<file path="src/rtl/fastica_pkg.sv">
// fastica_pkg
// Shared definitions for the FastICA iteration scheduler:
//   - fastica_state_e : scheduler FSM states (IDLE encodes as 0)
//   - FAIL_*          : fail_code values
//   - DEF_N_SAMPLES   : default batch length
package fastica_pkg;

    localparam int DEF_N_SAMPLES = 128;

    localparam logic [1:0] FAIL_NONE     = 2'b00;
    localparam logic [1:0] FAIL_TIMEOUT  = 2'b01;
    localparam logic [1:0] FAIL_MAX_ITER = 2'b10;

    typedef enum logic [2:0] {
        ST_IDLE   = 3'd0,
        ST_LOAD   = 3'd1,
        ST_SYMM   = 3'd2,
        ST_NORM   = 3'd3,
        ST_FAST   = 3'd4,
        ST_ERROR  = 3'd5,
        ST_OUTPUT = 3'd6
    } fastica_state_e;

endpackage

</file>
<file path="src/rtl/fastica_stage_timer.sv">
// fastica_stage_timer
// Per-stage watchdog. The count restarts whenever a stage is entered and
// advances each cycle the stage is being timed. expired is high during the
// TIMEOUT-th timed cycle, so the scheduler leaves the stage on the edge that
// ends it: exactly TIMEOUT cycles after stage entry.
// Ports:
//   clk     in  clock, rising edge
//   rst     in  synchronous active-high reset
//   clear   in  restart count (stage transition this cycle)
//   en      in  current state is a timed stage
//   expired out TIMEOUT cycles spent in the stage without leaving it
module fastica_stage_timer #(
    parameter int TIMEOUT = 4096
) (
    input  logic clk,
    input  logic rst,
    input  logic clear,
    input  logic en,
    output logic expired
);

    localparam int CNT_W = $clog2(TIMEOUT + 1);

    logic [CNT_W-1:0] cnt;

    always_ff @(posedge clk) begin
        if (rst || clear) begin
            cnt <= '0;
        end else if (en && !expired) begin
            cnt <= cnt + 1'b1;
        end
    end

    assign expired = en && (cnt == CNT_W'(TIMEOUT - 1));

endmodule

</file>
<file path="src/rtl/fastica_iter_sched.sv">
// fastica_iter_sched
// Top-level scheduler for a FastICA batch: loads N_SAMPLES samples, then
// loops SYMM -> NORM -> FAST -> ERROR until the error unit reports
// convergence (then streams the result in OUTPUT) or MAX_ITER iterations
// elapse. Each compute stage is guarded by a watchdog.
//
// Stage handshake: on entry to SYMM/NORM/FAST/ERROR the matching start_*
// is high for exactly the first cycle in that state. The matching done_*
// is a single-cycle pulse that is only honoured while in that state and
// after the start cycle (in FAST additionally after the sample stream has
// ended); any other done_* pulse is ignored. is_converge is sampled only
// together with an honoured done_error.
//
// Ports:
//   clk_fastica, rst_fastica  clock / synchronous active-high reset
//   go_fastica                start pulse, accepted only in IDLE
//   smp_valid                 sample present (LOAD)
//   smp_wr, smp_addr          sample memory write strobe / address
//   start_*, done_*           per-stage handshake (see above)
//   is_converge               convergence flag, with done_error
//   fast_en, mul_en           sample-stream enables (FAST / OUTPUT)
//   busy, done, fail          status; done is a one-cycle pulse
//   fail_code, iter_cnt       failure reason / completed iterations
//   fsm_state                 current FSM state, for observation
module fastica_iter_sched
    import fastica_pkg::*;
#(
    parameter int N_SAMPLES = DEF_N_SAMPLES,
    parameter int ADDR_W    = 8,
    parameter int MAX_ITER  = 64,
    parameter int TIMEOUT   = 4096
) (
    input  logic              clk_fastica,
    input  logic              rst_fastica,
    input  logic              go_fastica,
    input  logic              smp_valid,
    output logic              smp_wr,
    output logic [ADDR_W-1:0] smp_addr,
    output logic              start_symm,
    output logic              start_norm,
    output logic              start_fast,
    output logic              start_error,
    input  logic              done_symm,
    input  logic              done_norm,
    input  logic              done_fast,
    input  logic              done_error,
    input  logic              is_converge,
    output logic              fast_en,
    output logic              mul_en,
    output logic              busy,
    output logic              done,
    output logic              fail,
    output logic [1:0]        fail_code,
    output logic [7:0]        iter_cnt,
    output fastica_state_e    fsm_state
);

    localparam logic [ADDR_W-1:0] LAST_ADDR = ADDR_W'(N_SAMPLES - 1);
    localparam logic [7:0]        ITER_LIM  = 8'(MAX_ITER);

    fastica_state_e    state_q, state_d;
    logic              entry_q;       // first cycle in the current state
    logic              strm_done_q, strm_done_d;
    logic [ADDR_W-1:0] addr_q, addr_d;
    logic [7:0]        iter_q, iter_d, iter_inc;
    logic              fail_q, fail_d;
    logic [1:0]        code_q, code_d;
    logic              done_q, done_d;
    logic              timed;
    logic              tmr_clear;
    logic              tmr_expired;

    fastica_stage_timer #(
        .TIMEOUT (TIMEOUT)
    ) u_timer (
        .clk     (clk_fastica),
        .rst     (rst_fastica),
        .clear   (tmr_clear),
        .en      (timed),
        .expired (tmr_expired)
    );

    // Saturating increment keeps iter_cnt at 255 for any legal MAX_ITER.
    assign iter_inc = (iter_q == 8'hFF) ? iter_q : iter_q + 8'd1;

    always_ff @(posedge clk_fastica) begin
        if (rst_fastica) begin
            state_q     <= ST_IDLE;
            entry_q     <= 1'b0;
            strm_done_q <= 1'b0;
            addr_q      <= '0;
            iter_q      <= '0;
            fail_q      <= 1'b0;
            code_q      <= FAIL_NONE;
            done_q      <= 1'b0;
        end else begin
            state_q     <= state_d;
            entry_q     <= (state_d != state_q);
            strm_done_q <= strm_done_d;
            addr_q      <= addr_d;
            iter_q      <= iter_d;
            fail_q      <= fail_d;
            code_q      <= code_d;
            done_q      <= done_d;
        end
    end

    always_comb begin
        state_d     = state_q;
        strm_done_d = strm_done_q;
        addr_d      = addr_q;
        iter_d      = iter_q;
        fail_d      = fail_q;
        code_d      = code_q;
        done_d      = 1'b0;
        smp_wr      = 1'b0;
        start_symm  = 1'b0;
        start_norm  = 1'b0;
        start_fast  = 1'b0;
        start_error = 1'b0;
        fast_en     = 1'b0;
        mul_en      = 1'b0;
        timed       = 1'b0;

        case (state_q)
            ST_IDLE: begin
                if (go_fastica) begin
                    state_d = ST_LOAD;
                    iter_d  = '0;
                    fail_d  = 1'b0;
                    code_d  = FAIL_NONE;
                end
            end
            ST_LOAD: begin
                smp_wr = smp_valid;
                if (smp_valid) begin
                    if (addr_q == LAST_ADDR) state_d = ST_SYMM;
                    else                     addr_d  = addr_q + 1'b1;
                end
            end
            ST_SYMM: begin
                timed      = 1'b1;
                start_symm = entry_q;
                if (!entry_q && done_symm) state_d = ST_NORM;
            end
            ST_NORM: begin
                timed      = 1'b1;
                start_norm = entry_q;
                if (!entry_q && done_norm) state_d = ST_FAST;
            end
            ST_FAST: begin
                timed      = 1'b1;
                start_fast = entry_q;
                // Stream runs from the cycle after start_fast until the
                // last address has been presented.
                fast_en    = !entry_q && !strm_done_q;
                if (fast_en) begin
                    if (addr_q == LAST_ADDR) strm_done_d = 1'b1;
                    else                     addr_d      = addr_q + 1'b1;
                end
                if (strm_done_q && done_fast) state_d = ST_ERROR;
            end
            ST_ERROR: begin
                timed       = 1'b1;
                start_error = entry_q;
                if (!entry_q && done_error) begin
                    if (is_converge) begin
                        state_d = ST_OUTPUT;
                    end else begin
                        iter_d = iter_inc;
                        if (iter_inc == ITER_LIM) begin
                            state_d = ST_IDLE;
                            fail_d  = 1'b1;
                            code_d  = FAIL_MAX_ITER;
                        end else begin
                            state_d = ST_SYMM;
                        end
                    end
                end
            end
            ST_OUTPUT: begin
                mul_en = 1'b1;
                if (addr_q == LAST_ADDR) begin
                    state_d = ST_IDLE;
                    done_d  = 1'b1;
                end else begin
                    addr_d = addr_q + 1'b1;
                end
            end
            default: state_d = ST_IDLE;
        endcase

        // A done arriving in the final allowed cycle still wins over the
        // watchdog; expiry only applies when the stage would otherwise stay.
        if (timed && tmr_expired && (state_d == state_q)) begin
            state_d = ST_IDLE;
            fail_d  = 1'b1;
            code_d  = FAIL_TIMEOUT;
        end

        // Every state starts with a fresh address and stream status.
        if (state_d != state_q) begin
            addr_d      = '0;
            strm_done_d = 1'b0;
        end
    end

    assign tmr_clear = (state_d != state_q);
    assign smp_addr  = addr_q;
    assign busy      = (state_q != ST_IDLE);
    assign done      = done_q;
    assign fail      = fail_q;
    assign fail_code = code_q;
    assign iter_cnt  = iter_q;
    assign fsm_state = state_q;

endmodule

</file>
<file path="config.mk">
export PLATFORM = sky130hd
export DESIGN_NAME = fastica_iter_sched
export DESIGN_NICKNAME = d
export VERILOG_FILES = /design/src/rtl/fastica_pkg.sv /design/src/rtl/fastica_stage_timer.sv /design/src/rtl/fastica_iter_sched.sv
export SDC_FILE = /design/constraint.sdc
export NUM_CORES = 1
export LEC_CHECK = 0
export CAP_MARGIN = 20
export CORE_UTILIZATION = 50
export CTS_CLUSTER_SIZE = 40
export DETAILED_ROUTE_END_ITERATION = 12
export PLACE_DENSITY = 0.77
export SYNTH_ARGS = -nofsm -noshare
export SYNTH_HDL_FRONTEND = slang
export SYNTH_SLANG_ARGS = --single-unit
</file>
<file path="constraint.sdc">
create_clock -name clk_fastica -period 2.9 [get_ports clk_fastica]
set_input_delay 0.58 -clock clk_fastica [delete_from_list [all_inputs] [get_ports clk_fastica]]
set_output_delay 0.58 -clock clk_fastica [all_outputs]
set_load 0.01 [all_outputs]
</file>
Yosys cells after proc, flatten, opt, wreduce, memory -nomap -nowiden
Index checks and enable logic that the tools add are counted.
Widths: inputs -> output; s select.
{ "classes": {"addsub": 3, "eq_ne": 22, "n_mux": 42, "bitwise": 1, "n_reduce_logical": 27} }
{ "op_table": {"columns": ["op", "n"], "rows": [
  ["$mux 8", 7],
  ["$mux 3", 10],
  ["$pmux 8 s3", 1],
  ["$pmux 3 s7", 1],
  ["$add 8x1->8 const B", 2],
  ["$eq 8x7->1 const B", 2],
  ["$pmux 8 s2", 1],
  ["$mux 1", 15],
  ["$add 13x1->13 const B", 1],
  ["$eq 13x12->1 const B", 1],
  ["$ne 2x2->1 const B", 6],
  ["$ne 3x3->1 const B", 4],
  ["$mux 2", 5],
  ["$reduce_and 5->1", 2],
  ["$eq 3x3->1 const B", 3],
  ["$logic_and 1x1->1", 9],
  ["$reduce_bool 3->1", 3],
  ["$eq 8x8->1 const B", 1],
  ["$eq 3x2->1 const B", 2],
  ["$reduce_and 3->1", 2],
  ["$reduce_or 2->1", 3],
  ["$pmux 2 s2", 1],
  ["$reduce_and 4->1", 1],
  ["$reduce_or 4->1", 1],
  ["9 further kinds", 11]
]} }
{ "word_totals": {"register_bits": 38, "in_bits": 9, "out_inout_bits": 31, "wordCells": 105} }

Logic depth before layout (Yosys ltp)
{ "depth": {"word_depth": 12, "depth_mapped": 8, "mapped_depth_nobuf": 7} }

Cells and area by module
Synthesis repeated with hierarchy kept, for this count alone.
{ "hier_totals": {"cells_unflattened": 282, "hier_area_um2": 2306.0} }
{ "modules_own_cells": {"columns": ["mod", "n_inst", "cells_per_inst", "area_each_um2", "seq_area_each_um2"], "rows": [
  ["fastica_iter_sched", 1, 203, 1657.8, 500.5],
  ["fastica_stage_timer", 1, 79, 648.1, 260.2]
]} }

Worst setup path before layout
Ideal clock, no wire load.
{ "synth_path": {"path_type": "register -> register", "from": "reg addr_q[0] (netlist: smp_addr[0])", "to": "reg state_q[2] (netlist: fsm_state[2])", "setup_ns": 0.095, "arrival_time_ns": 1.996, "required_time_ns": 2.805, "slack_ns": 0.809, "path_stages_with_launch": 9, "path_buffers": 1, "synth_period_minus_slack_ns": 2.091, "cell_sequence": "dfxtp_1 > ha_1 > nand4_2 > nor3_4 > a2111oi_2 > o21a_1 > o21a_1 > buf_6 > a221oi_1"} }
{ "synth_via": {"elab_chain_cells": 7, "word_cells_on_any_way": 8, "cone_classes": "eq/ne (2); mux (5); reduce/logical (1)"} }
{ "synth_lines": {"columns": ["item", "line_no", "text"], "rows": [
  ["start: declaration", "fastica_iter_sched.sv:64", "logic [ADDR_W-1:0] addr_q, addr_d;"],
  ["start signal: assignment", "fastica_iter_sched.sv:100", "addr_q <= addr_d;"],
  ["$eq 8x7->1 (*)", "fastica_iter_sched.sv:137, fastica_iter_sched.sv:183", null],
  ["$mux 3", "fastica_iter_sched.sv:137", "if (addr_q == LAST_ADDR) state_d = ST_SYMM;"],
  ["$mux 3", "fastica_iter_sched.sv:136", "if (smp_valid) begin"],
  ["$pmux 3 s7 (*)", "fastica_iter_sched.sv:125", "case (state_q)"],
  ["$eq 3x3->1", "fastica_iter_sched.sv:195", "if (timed && tmr_expired && (state_d == state_q)) begin"],
  ["$logic_and 1x1->1", "fastica_iter_sched.sv:195", null],
  ["$mux 3 (*)", "fastica_iter_sched.sv:195", null],
  ["end signal: assignment", "fastica_iter_sched.sv:97", "state_q <= state_d;"],
  ["end: declaration", "fastica_iter_sched.sv:61", "fastica_state_e state_q, state_d;"]
]} }
Every way passes the cells marked *; elsewhere a longest branch is shown, timed or not.
A chain may end at the register's enable or synchronous reset.

Worst setup path after layout
{ "layout_path": {"from": "reg state_q[0] (netlist: fsm_state[0])", "to": "out fast_en"} }
{ "layout_via": {"elab_chain_cells": 2} }
{ "layout_lines": {"columns": ["item", "line_no", "text"], "rows": [
  ["$eq 3x3->1", "fastica_iter_sched.sv:125", null],
  ["$mux 1", "fastica_iter_sched.sv:125", null],
  ["end: declaration", "fastica_iter_sched.sv:48", "output logic fast_en,"]
]} }
Every way passes these cells.

==> results_dict.tcl <==
set metrics [dict create \
    port_buffers 39 \
    cts_buffer_depth 2 \
    cpMaxStageDelayCell "clkdlybuf4s50_1" \
    synth_edf_count 0 \
    grt_start_max_net_pins 21 \
    synth_async_sr_flop_share 0 \
    grtUsageTotal 0.237 \
    start_util 0.528 \
    power_density_nw_per_um2 364 \
    gr-usage-met2 0.363 \
    worstPathMaxFanout 18 \
    drt_iter0_markers 122 \
    drv_cap 0 \
    ios 40 \
    status "finished, final reports clean" \
    path_buf_inv 1 \
    min_path_type "flop to flop" \
    clock_sinks 38 \
    clkPwrFrac 0.376 \
    grt_pass1_wl_um 8070 \
    cts_tree "done" \
    total_power_mw 0.987 \
    dp_hpwl_um 3530 \
    cpPeakStageDelay_ns 0.63 \
    finish.utilization 0.663 \
    wl_per_cell_um 14.0 \
    path_cells "nor2b_1, nor4b_1, clkdlybuf4s50_1" \
    syn_to_final_growth_pct 25.4 \
    clk_pin_slew_ns 0.07 \
    coreArea_um2 4090 \
    final-hold-violation-count 0 \
    drv_slew 0 \
    drc 0 \
    die_h_um 67.7 \
    switching_power_mw 0.233 \
    cts.root.buffer_cell "clkbuf_8" \
    finalNetCount 310 \
    grt_overflow 0 \
    diodes 0 \
    cp.required_ns 2.32 \
    worst_pin_slew_ns 0.826 \
    fillerInstances 362 \
    dpl.cell_count 341 \
    grtUsageMet1 0.311 \
    slew_headroom 0.447 \
    rsz0062_at_grt "false" \
    cp-end-kind "primary output" \
    rows 23 \
    grt_most_used_layer "met2" \
    synthFlopType "dfxtp_1" \
    path_delay_family "simple AND/OR/NAND/NOR gates" \
    first_pass_iters 4 \
    instances_no_fill 349 \
    combinationalPowerShare 0.083 \
    cts_setup_buffers 0 \
    syn_area_per_cell_um2 8.46 \
    seq_area_frac_synth 0.352 \
    yosysUniqueCellTypes 53 \
    p_int_mw 0.753 \
    min_period_ns 2.65 \
    grt_pass1_vias 1774 \
    cts-resized-gates 0 \
    wirelength_um 4890 \
    dieArea_um2 4580 \
    met3_usage 0.0608 \
    clock_latency_ns 0.29 \
    ant_nets 0 \
    cp.arrival_ns 2.07 \
    cts_buffers 5 \
    antenna_found_initial 0 \
    irDropWorstVdd_mv 0.293 \
    synthCells 255 \
    skew_ns 0.00760 \
    leakage_nw 1.03 \
    chipWidth_um 67.7 \
    mostFrequentLayoutCell "clkdlybuf4s50_1" \
    fin_crit_sh 0.913 \
    switching_share 0.236 \
    setup_viol 0 \
    h-tree-depth 2 \
    drive_above_1_share 0.0870 \
    vias_per_cell 5.81 \
    ys_seq_elements 38 \
    syn_area_um2 2160 \
    setup-tns-final_ns 0 \
    holdBufCountCts 0 \
    place_congestion 0.898 \
    max_freq_ghz 0.378 \
    ys_warn_count 0 \
    vias 2027 \
    crit_path_start_kind "flop" \
    syn_nets 267 \
    final_cell_mix "39 x clkdlybuf4s50_1, 38 x dfxtp_1, 23 x nand2_1, 21 x and3_1, 19 x nor2_1" \
    p_seq_frac 0.541 \
    path_class "flop to primary output" \
]
## worst register-to-register path, stage by stage (launching register included)
cell,delay [ns]
dfxtp_1,0.47
or4bb_1,0.56
o211a_1,0.15
o2bb2ai_2,0.19
nor2_1,0.09
o21ai_0,0.54
nor4_1,0.12
## final timing paths
path	end	slack, ns	depth (start not counted)	startpoint
setup / recovery	fast_en	0.25	3	fsm_state[0]
hold / removal	fail	0.50	2	fail
setup reg to reg	u_timer.cnt[10]	0.64	6	fsm_state[0]
hold reg to reg	fail	0.50	2	fail
## registers in the layout, summed over array words and instances, names as in the netlist
signal,cells
done,1
entry_q,1
fail,1
fail_code,2
fsm_state,3
iter_cnt,8
smp_addr,8
strm_done_q,1
u_timer.cnt,13
## cells in the mapped netlist (3+ instances only)
| master | number | share of area |
|---|---|---|
| o21ai_0 | 7 | 0.016 |
| buf_2 | 7 | 0.016 |
| and4b_1 | 3 | 0.014 |
| a221oi_1 | 3 | 0.012 |
| a31oi_1 | 4 | 0.012 |
| nor3_1 | 7 | 0.016 |
| nor4_1 | 10 | 0.029 |
| nor2b_1 | 6 | 0.017 |
| xnor2_1 | 13 | 0.053 |
| a21oi_1 | 9 | 0.021 |
| nand4_1 | 7 | 0.020 |
| xor2_1 | 8 | 0.032 |
| inv_1 | 5 | 0.0087 |
| clkbuf_1 | 3 | 0.0052 |
| nand2b_1 | 5 | 0.014 |
| nand3_1 | 10 | 0.023 |
| and3_1 | 21 | 0.061 |
| nor3b_1 | 4 | 0.014 |
| nand2_1 | 23 | 0.040 |
| nor2_1 | 19 | 0.033 |
| ha_1 | 3 | 0.017 |
| dfxtp_1 | 38 | 0.35 |
## area by class of cell
cell class | count | area [µm²] | share of cell area
Multi-Input combinational cell | 200 | 1320 | 0.486
Clock inverter | 1 | 5.00 | 0.00185
Sequential cell | 38 | 761 | 0.281
Clock buffer | 7 | 86.3 | 0.0319
Timing Repair Buffer | 48 | 458 | 0.169
Inverter | 5 | 18.8 | 0.00693
Tap cell | 50 | 62.6 | 0.0231
## logic make-up (layout without fill, tap and decap cells)
group,Yosys count,in the layout,share of synthesized area
AOI/OAI and AO/OA,42,42,0.138
xor gates and xnor gates,21,21,0.0852
adders and majority gates,3,3,0.0174
buffers and inverters,17,61,0.0377
DFF,38,38,0.352
muxes,3,3,0.0145
and+or+nand+nor,131,131,0.355
## routing by layer
metal	vias up	share of wire
met1	941	0.49
met2	51	0.44
met3	5	0.052
met5	-	0
li1	1030	-
met4	0	0.013
## power by group through the flow
stage / clock (mW) / sequential (mW) / combinational [mW]
global route: 0.404 / 0.535 / 0.0896
global placement: 0 / 0.546 / 0.0805
detailed placement: 0 / 0.546 / 0.0815
CTS: 0.383 / 0.533 / 0.0822
finish: 0.371 / 0.534 / 0.0816
floorplan: 0 / 0.542 / 0.0514
## metrics by stage
stage	instance area (µm²)	worst slack, ns	hold slack [ns]
6_report	2710	0.252	0.497
4_1_cts	2710	0.233	0.500
3_5_place_dp	2620	0.189	0.489
3_3_place_gp	2620	0.216	0.474
5_1_grt	2710	0.157	0.507
2_1_floorplan	2160	0.809	0.497
Power figures use the tool's default switching activity.
